`config.mk`:
```
export PLATFORM = sky130hd
export DESIGN_NAME = uart_tx_arbiter
export DESIGN_NICKNAME = d
export VERILOG_FILES = /design/src/rtl/uart_tx_arbiter.sv
export SDC_FILE = /design/constraint.sdc
export NUM_CORES = 1
export LEC_CHECK = 0
export BUFFER_PORTS_ARGS = -buffer_cell sky130_fd_sc_hd__buf_4
export CAP_MARGIN = 40
export CORE_MARGIN = 2
export CORE_UTILIZATION = 45
export CTS_CLUSTER_DIAMETER = 80
export CTS_CLUSTER_SIZE = 16
export DETAILED_ROUTE_END_ITERATION = 10
export PLACE_DENSITY = 0.79
export SLEW_MARGIN = 15
export SYNTH_ARGS = -nofsm -noshare
export SYNTH_HDL_FRONTEND = slang
export SYNTH_SLANG_ARGS = --single-unit
```
`constraint.sdc`:
```
create_clock -name clk -period 2.1 [get_ports clk]
set_clock_uncertainty 0.05 [all_clocks]
set_input_delay 0.315 -clock clk [delete_from_list [all_inputs] [get_ports clk]]
set_output_delay 0.315 -clock clk [all_outputs]
set_load 0.01 [all_outputs]
```
`src/rtl/uart_tx_arbiter.sv`:
```
// Round-robin arbiter that lets NUM_REQ requesters share one UART transmit shift register.
// Optional start-handshake timeout is enabled with `define UART_ARB_TIMEOUT_EN.
module uart_tx_arbiter #(
  parameter int DATA_SIZE      = 7,
  parameter int NUM_REQ        = 4,
  parameter int TIMEOUT_CYCLES = 64
) (
  input  logic                         clk,
  input  logic                         reset,
  input  logic [NUM_REQ-1:0]           req_i,
  input  logic [NUM_REQ*DATA_SIZE-1:0] data_i,
  output logic [NUM_REQ-1:0]           grant_o,
  output logic                         ack_o,
  output logic                         done_o,
  output logic                         err_o,
  output logic [DATA_SIZE-1:0]         tsr_d_o,
  output logic                         tsr_start_o,
  input  logic                         tsr_busy_i
);

  localparam int IW = (NUM_REQ > 1) ? $clog2(NUM_REQ) : 1;

  if (NUM_REQ < 2 || NUM_REQ > 8 || TIMEOUT_CYCLES < 1) begin : g_bad_param
    $error("uart_tx_arbiter: NUM_REQ must be 2..8 and TIMEOUT_CYCLES >= 1");
  end

  typedef enum logic [1:0] {IDLE, START, BUSY} state_e;

  state_e               state_q, state_d;
  logic [NUM_REQ-1:0]   grant_q, grant_d;
  logic [DATA_SIZE-1:0] tsr_d_q, tsr_d_d;
  logic                 ack_q, ack_d;
  logic                 done_q, done_d;
  logic [IW-1:0]        last_q, last_d;
  logic                 win_vld;
  logic [IW-1:0]        win_idx;

`ifdef UART_ARB_TIMEOUT_EN
  localparam int CW = $clog2(TIMEOUT_CYCLES + 1);
  logic [CW-1:0] cnt_q, cnt_d;
  logic          err_q, err_d;
`endif

  // Search starts one past the previous winner and wraps, so every requester rotates to top priority.
  always_comb begin
    win_vld = 1'b0;
    win_idx = last_q;
    for (int i = 1; i <= NUM_REQ; i++) begin
      if (!win_vld && req_i[(int'(last_q) + i) % NUM_REQ]) begin
        win_vld = 1'b1;
        win_idx = IW'((int'(last_q) + i) % NUM_REQ);
      end
    end
  end

  always_comb begin
    state_d = state_q;
    grant_d = grant_q;
    tsr_d_d = tsr_d_q;
    ack_d   = 1'b0;
    done_d  = 1'b0;
    last_d  = last_q;
`ifdef UART_ARB_TIMEOUT_EN
    err_d   = 1'b0;
    cnt_d   = cnt_q;
`endif
    case (state_q)
      IDLE: begin
        if (win_vld && !tsr_busy_i) begin
          state_d          = START;
          grant_d          = '0;
          grant_d[win_idx] = 1'b1;
          tsr_d_d          = data_i[win_idx*DATA_SIZE +: DATA_SIZE];
          ack_d            = 1'b1;
          last_d           = win_idx;
`ifdef UART_ARB_TIMEOUT_EN
          cnt_d            = '0;
`endif
        end
      end
      START: begin
        if (tsr_busy_i) begin
          state_d = BUSY;
`ifdef UART_ARB_TIMEOUT_EN
        end else if (cnt_q == CW'(TIMEOUT_CYCLES - 1)) begin
          // Frame is dropped, not retried; the requester must ask again.
          state_d = IDLE;
          grant_d = '0;
          err_d   = 1'b1;
        end else begin
          cnt_d = cnt_q + 1'b1;
`endif
        end
      end
      BUSY: begin
        if (!tsr_busy_i) begin
          state_d = IDLE;
          grant_d = '0;
          done_d  = 1'b1;
        end
      end
      default: state_d = IDLE;
    endcase
  end

  always_ff @(posedge clk) begin
    if (!reset) begin
      state_q <= IDLE;
      grant_q <= '0;
      tsr_d_q <= '0;
      ack_q   <= 1'b0;
      done_q  <= 1'b0;
      last_q  <= IW'(NUM_REQ - 1);
`ifdef UART_ARB_TIMEOUT_EN
      err_q   <= 1'b0;
      cnt_q   <= '0;
`endif
    end else begin
      state_q <= state_d;
      grant_q <= grant_d;
      tsr_d_q <= tsr_d_d;
      ack_q   <= ack_d;
      done_q  <= done_d;
      last_q  <= last_d;
`ifdef UART_ARB_TIMEOUT_EN
      err_q   <= err_d;
      cnt_q   <= cnt_d;
`endif
    end
  end

  assign grant_o     = grant_q;
  assign ack_o       = ack_q;
  assign done_o      = done_q;
  assign tsr_d_o     = tsr_d_q;
  assign tsr_start_o = (state_q == START);
`ifdef UART_ARB_TIMEOUT_EN
  assign err_o       = err_q;
`else
  assign err_o       = 1'b0;
`endif

endmodule

```
==> results.md <==
- Maximum capacitance violations: 0
- Setup violators final: 0
- Hpwl dp: about 1.8 mm
- Distinct cells, synth: 35
- GRT Total Usage: between 10% and 20%
- First-pass DRT Iterations: 4
- Hold buffer count at CTS: 0
- Mapped Area: 1010 um2
- Main area contributors after synthesis: dfxtp_1 34%, mux2i_1 15%, o221ai_2 10%
- Worst Hold Class: in2reg
- Setup bufs post-CTS: 0
- Post-synth top cells: 17 x dfxtp_1, 15 x mux2i_1, 7 x nand3_1, 7 x o221ai_2, 5 x nand2_1
- Antenna cells: 0
- PortBufs: 48
- Clock Tree Root: clkbuf_4
- IO Pins: 50
- Top cell type's share of synthesized area: 33.7%
- Maximum vdd ir drop: 0.000360 V
- Die Height: 51.4 um
- Setup TNS: 0 ns
- Pwr/cell area: 614 nW/um2
- Worst-Margin Slew: 0.680 ns
- Synth Area per Inst: 10.8 um2
- Starting density of the core: 46.6%
- Starting DRT DRC Count: 15
- Post_cts resized: 0
- Drt drc: 0
- GR Overflow Total: 0
- Count leader, synth: dfxtp_1
- WL met2: 1.18 mm
- Crit path time final: 1.80 ns
- H-tree levels: 1
- Synth Flop Type: dfxtp_1
- Worst-Skew Late Latency: 0.29 ns
- Kind of critical path: reg2reg
- CTS tree: yes
- CORE AREA: 2170 um2
- Initial antenna violation count: 0
- Row cnt: 17
- Worst Setup Start Kind: flop
- Tcrit/Tclk final: between 80% and 90%
- DRT met1 WL: ~930 um
- Design Power: between 800 and 900 uW
- Synth-to-Final Area Change: 35.4%
- F_max: 0.557 GHz
- Global-route wire length before repair: 3.82 mm
- Register area share after synthesis: 33.7%
- Routed vias: ~900
- Max Root-Sink Buffers: 2
- Largest net degree at the start of global routing: 20
- Place WS: 0.293 ns
- Post-synth ARST share: 0%
- Final Hold Viols: 0
- Share of cells above drive strength 1: 48.9%
- Max-Slew Margin vs Limit: between 50% and 60%
- # fillers: 183
- Status: complete, no violations
- Cells after Synth: 94
- Die X: 51.4 um
- PnR worst setup slack: 0.304 ns
- DR top layer: met4
- WL final: 2.27 mm
- Clock Pin Slew Worst Setup and Hold Paths: 0.10 ns
- WHS Path Cells: 2
- Pins Over Slew Limit: 0
- CP arrival: 1.93 ns
- DRT antenna net count: 0
- Syn. warnings: 0
- Total clock sinks: 17
- EDFF count, synth: 0
- Yosys reg bits: 17
- R2r worst-path depth: 6
- Unrepaired setup endpoints after global routing: false
- Cell taking the most area after synthesis: dfxtp_1
- Crit path max fanout: 19
- Vias in the first global route: 876
- Syn Nets: 129
- WL/cell: 13.4 um
- Die Area: 2640 um2
- Vias per std cell: 5.28
- Critical path endpoint category: flop
- CTS Buf Count: 3
- WL met3: 127 um
- RD Place Congestion: around 0.8
- Worst endpoint required time: 2.23 ns
- Pleak: 0.000661 uW
- Nets: 177
## cells in the final DEF, fill, tap and decap left out, types with 2 or more instances in the layout
cell type  Yosys  routed
a32oi_1        2       2
nand3_1        7       7
a21oi_1        2       2
mux2i_1       15      15
clkbuf_4       0       3
nand2_1        5       5
o211ai_1       2       2
and2_1         2       2
and3_1         2       2
dfxtp_1       17      17
nor2_1         2       2
o221ai_2       7       7
o31ai_1        3       3
buf_4          1      50
nor2b_1        4       4
## registers in the layout, summed over array words and instances, names as in the netlist
| signal | cells |
|---|---|
| tsr_d_o | 7 |
| grant_o | 4 |
| last_q | 2 |
| ack_o | 1 |
| state_q | 2 |
| done_o | 1 |
## worst paths after layout
kind,startpoint,to,slack [ns]
setup / recovery,last_q[1]$_SDFFE_PN1P_,tsr_d_o[1]$_SDFFE_PN0P_,0.30
hold / removal,tsr_busy_i,state_q[1]$_SDFFE_PN0P_,0.24
setup reg to reg,last_q[1]$_SDFFE_PN1P_,tsr_d_o[1]$_SDFFE_PN0P_,0.30
hold reg to reg,tsr_d_o[3]$_SDFFE_PN0P_,tsr_d_o[3]$_SDFFE_PN0P_,0.47
## metal layers
metal,vias up,track usage (%)
li1,449,-
met1,406,24.4
met2,33,32.7
met3,4,3.80
met4,0,7.89
met5,-,0
## worst max-delay path, cell delays in order (launching register included)
cell and delay (ns):
dfxtp_1 0.51, mux2i_1 0.23, nor2_1 0.08, nor3_4 0.10
buf_4 0.30, mux2i_1 0.29, o221ai_2 0.12
## cells by family after synthesis
logic type | after synthesis | share of synthesized area, %
compound gates | 20 | 20.0
xor+xnor | 1 | 0.866
buf+inv | 8 | 8.91
mux | 15 | 14.9
flops | 17 | 33.7
other cells | 1 | 0.371
simple gates | 32 | 21.3
## through the flow
stage | util [%] | hold WS [ns] | instance area (um2) | cells
2_1_floorplan | - | 0.411 | 1010 | 94
3_3_place_gp | 61.8 | 0.439 | 1340 | 165
3_5_place_dp | 61.8 | 0.441 | 1340 | 165
4_1_cts | 63.1 | 0.226 | 1370 | 169
5_1_grt | 63.1 | 0.232 | 1370 | 169
6_report | 63.1 | 0.237 | 1370 | 169
## cell type report
| class | count | area, um2 | area share (%) |
|---|---|---|---|
| multi-input combinational | 69 | 587 | 42.9 |
| timing repair buffer | 50 | 375 | 27.4 |
| sequential | 17 | 340 | 24.9 |
| tap | 28 | 35.0 | 2.56 |
| clock buffer | 3 | 22.5 | 1.65 |
| clock inverter | 1 | 5.00 | 0.366 |
| inverter | 1 | 3.75 | 0.274 |
## power breakdown
| part | switching, uW | internal (uW) | total (uW) |
|---|---|---|---|
| Clock | 102 | 70.7 | 172 |
| Combinational | 136 | 155 | 291 |
| Sequential | 23.9 | 353 | 377 |
| Total | 261 | 579 | 840 |
(Power assumes the default switching activity.)
